<file path="config.mk">
export PLATFORM = sky130hd
export DESIGN_NAME = wb_regfile
export DESIGN_NICKNAME = d
export VERILOG_FILES = /design/src/rtl/wb_regfile.sv
export SDC_FILE = /design/constraint.sdc
export NUM_CORES = 2
export LEC_CHECK = 0
export ABC_AREA = 1
export CAP_MARGIN = 25
export CORE_ASPECT_RATIO = 0.5
export CORE_UTILIZATION = 35
export DETAILED_ROUTE_END_ITERATION = 8
export SLEW_MARGIN = 30
export SYNTH_ARGS = -nofsm -noshare
export SYNTH_HDL_FRONTEND = slang
export SYNTH_SLANG_ARGS = --single-unit
</file>
<file path="constraint.sdc">
create_clock -name clk -period 4.4 [get_ports clk]
set_input_delay 0.66 -clock clk [delete_from_list [all_inputs] [get_ports clk]]
set_output_delay 0.66 -clock clk [all_outputs]
set_load 0.1 [all_outputs]
</file>
<file path="src/rtl/wb_regfile.sv">
// Writeback-stage register file: 2^ADDR_WIDTH x DATA_WIDTH, two combinational reads, one write, x0 hardwired to 0.
// Optional macro WB_REGFILE_BYPASS_EN forwards the writeback value to a same-cycle read of the destination index.
module wb_regfile #(
  parameter int DATA_WIDTH = 32,
  parameter int ADDR_WIDTH = 5
) (
  input  logic                  clk,
  input  logic                  reset,
  input  logic                  RegWriteW,
  input  logic [1:0]            ResultSrcW,
  input  logic [DATA_WIDTH-1:0] ALUResultW,
  input  logic [DATA_WIDTH-1:0] ReadDataW,
  input  logic [DATA_WIDTH-1:0] PCPlus4W,
  input  logic [ADDR_WIDTH-1:0] RdW,
  input  logic [ADDR_WIDTH-1:0] Rs1D,
  input  logic [ADDR_WIDTH-1:0] Rs2D,
  output logic [DATA_WIDTH-1:0] RD1D,
  output logic [DATA_WIDTH-1:0] RD2D,
  output logic [DATA_WIDTH-1:0] ResultW,
  output logic [DATA_WIDTH-1:0] a0
);

  localparam int NUM_REGS = 2 ** ADDR_WIDTH;
  localparam int A0_IDX   = 10;

  logic [DATA_WIDTH-1:0] regs [NUM_REGS];
  logic                  wr_en;

  always_comb begin
    // NOTE: assign a default before the case so every path drives ResultW and no latch is inferred.
    ResultW = '0;
    case (ResultSrcW)
      2'b00:   ResultW = ALUResultW;
      2'b01:   ResultW = ReadDataW;
      2'b10:   ResultW = PCPlus4W;
      default: ResultW = '0;
    endcase
  end

  assign wr_en = RegWriteW && (RdW != '0);

  always_ff @(posedge clk) begin
    if (reset) begin
      // NOTE: every entry is cleared on reset because software relies on zeroed registers; this keeps the array in flops rather than a RAM macro.
      for (int i = 0; i < NUM_REGS; i++) begin
        regs[i] <= '0;
      end
    end else if (wr_en) begin
      // NOTE: non-blocking so same-edge readers of regs see the pre-edge value.
      regs[RdW] <= ResultW;
    end
  end

  // Index 0 is forced to zero on the read side so it is 0 even before the first reset.
  always_comb begin
    RD1D = (Rs1D == '0) ? '0 : regs[Rs1D];
    RD2D = (Rs2D == '0) ? '0 : regs[Rs2D];
`ifdef WB_REGFILE_BYPASS_EN
    if (!reset && wr_en && (RdW == Rs1D)) RD1D = ResultW;
    if (!reset && wr_en && (RdW == Rs2D)) RD2D = ResultW;
`endif
  end

  generate
    if (NUM_REGS > A0_IDX) begin : g_a0
      assign a0 = regs[A0_IDX];
    end else begin : g_no_a0
      assign a0 = '0;
    end
  endgenerate

endmodule

</file>
==> flow_summary_export.csv <==
group,metric,value,unit
status,outcome,"complete, no violations",
finish,layout.nets,7782,
worst_setup_path,crit_required,3.74,ns
worst_setup_path,end_kind,"output port",
floorplanning,core_region_area,0.164,mm2
cts,cts_tree,"built",
cts,ctsRootBufferMaster,"clkbuf_16",
sta,fin_setup_tns,0,ns
routing,wl_per_cell,27.2,um
finish,ff_latch_area,0.0307,mm2
routing,routed_wl,271000,um
place,dp_hpwl,165000,um
cts,clkTransAtPathRegs,0.06,ns
finish,multi_input_area,0.0239,mm2
cts,clockBufferDepth,3,
finish,fin_area,0.0688,mm2
min_path,min_path_type,"in -> reg",
floorplanning,start_util,35.3,%
sta,hold_viol,0,
finish,fillerInstances,16200,
global_route,grt_util_all_layers,31.4,%
floorplanning,die_area,0.168,mm2
finish,regMostFlops,"regs",
cts,cts_buffers,106,
power_and_ir_drop,pwr_density_cell,381,mW/mm2
sta,setup_slack,0.496,ns
yosys,synth_seq_cells,1024,
global_route,use_met3,9.41,%
cts,cts_setup_buffers,0,
yosys,yosysSeqAreaShare,53.0,%
worst_setup_path,critPathLaunchType,"primary input",
cts,cts_resized,0,
routing,drtPass1Iterations,6,
floorplanning,die_w,578,um
power_and_ir_drop,totalPowerFinal,26.2,mW
global_route,grt_max_degree,112,
global_route,grt_util_met1,43.3,%
routing,ant_nets,0,
sta,timing.fmax,0.256,GHz
routing,dr_total_vias,57600,
place,io_buffers,243,
routing,drc,0,
routing,vias_per_cell,5.78,
flow_run,maxCapViolations,0,
sta,slew_headroom,30.4,%
worst_setup_path,cp_max_fo,64,
global_route,gr-usage-met2,44.3,%
power_and_ir_drop,peakVddDrop,0.313,mV
cts,ctsHoldBuffers,0,
yosys,ys_warn_count,0,
yosys,syn_area_per_cell,7.65,um2
finish,largest_reg_flops,1024,
global_route,busiest_layer,"met2",
sta,report.final.slew_viol_count,0,
floorplanning,die_h,290,um
global_route,grt_overflow_total,0,
place,place_congestion,0.985,
power_and_ir_drop,p_leak,29.4,nW
sta,min_period,3.90,ns
finish,reg_top3,"regs: 1024 flops",
yosys,synthDistinctLibCells,22,
sta,setup_viol,0,
finish,drive_gt1_share,8.78,%
worst_setup_path,cp.arrival,3.24,ns
cts,htreeDepth,3,
global_route,grt_pass1_vias,52300,
yosys,syn_inst,7582,
place,placed_cell_area,0.0654,mm2
worst_setup_path,critPathKind,"in -> out",
finish,syn_to_final_growth,18.5,%
floorplanning,rows,105,
sta,finalCritPeriodShare,88.7,%
sta,worstMarginPinSlew,1.04,ns
min_path,hold_depth,2,
global_route,antenna_found_initial,20,
place,dp_slack,0.610,ns
sta,rsz0062_at_grt,"false",
global_route,grt_pass1_wl,378000,um
routing,drtIter0Drc,10900,
yosys,syn_area,0.0580,mm2
cts,numClockSinks,1024,
floorplanning,io_pins,244,
-- cells in the mapped netlist --
cell,number,area (um2)
clkinv_1,23,86.3
inv_2,6,22.5
o21ai_2,1,8.76
clkbuf_1,402,1510
a21oi_1,96,480
nand2_4,8,90.1
buf_1,66,248
nor3_1,9,45.0
conb_1,1,3.75
nand3_1,1378,6900
buf_2,128,641
nand3_2,1,10.0
buf_6,18,203
nor2_2,1,6.26
a221oi_2,20,300
o21ai_0,154,771
inv_1,334,1250
nand2_1,2840,10700
edfxtp_1,1024,30700
nor2_1,1070,4020
nor3_4,1,16.3
a22o_1,1,8.76
-- layout by cell type (no fill, tap or decap), drive strengths merged --
master / n
a22o: 1
nor2: 1071
nor3: 10
inv: 343
edfxtp: 1024
buf: 438
bufinv: 7
clkbuf: 127
nand3: 1379
clkinv: 78
clkinvlp: 2
a221oi: 20
clkdlybuf4s50: 121
a21oi: 96
nand2: 2848
diode: 14
o21ai: 155
conb: 32
-- logic make-up after synthesis --
logic type	synth area share, %
simple gates	37.5
buf+inv	6.83
compound gates	2.70
flops	53.0
other cells	0.00646
-- final timing paths --
check,start,endpoint,slack [ns]
max,Rs2D[2],RD2D[20],0.50
min,reset,regs[0][21]$_SDFFCE_PN0P_,0.65
-- stage by stage --
| stage | cells | hold WS (ns) | utilization [%] |
|---|---|---|---|
| 5_1_grt | 9957 | 0.645 | 41.9 |
| 4_1_cts | 9945 | 0.632 | 41.9 |
| 6_report | 9959 | 0.653 | 41.9 |
| 3_5_place_dp | 9751 | 1.34 | 39.8 |
| 2_1_floorplan | 7613 | 0.915 | - |
| 3_3_place_gp | 9748 | 1.33 | 39.8 |
-- cell type report --
cell class / count / share of cell area [%]
multi-input combinational: 5612 / 34.8
tap: 2193 / 3.99
clock inverter: 67 / 0.759
antenna: 14 / 0.0509
inverter: 363 / 2.04
sequential: 1024 / 44.7
clock buffer: 127 / 4.06
timing repair buffer: 559 / 9.62
-- critical path: stages --
cell	delay (ns)
buf_6	0.20
inv_6	0.70
buf_4	0.50
nand3_1	0.12
nand2_1	0.07
nand2_1	0.05
nand3_1	0.11
nand2_1	0.06
nor2_1	0.41
buf_12	0.24
-- report_power, final --
group / total (mW) / switching, mW / internal [mW]
clock network: 9.03 / 4.11 / 4.91
logic: 5.61 / 4.11 / 1.51
registers: 11.5 / 0.281 / 11.3
-- metal layers --
metal | vias to the layer above | part of all wire [%] | routed length, um
met5 | - | 0.010 | 27
met2 | 4672 | 41 | 110000
met1 | 27100 | 38 | 103000
met3 | 895 | 16 | 42100
li1 | 24800 | - | -
met4 | 4 | 5.8 | 15700
No activity file was read; power rests on OpenSTA's default activity.
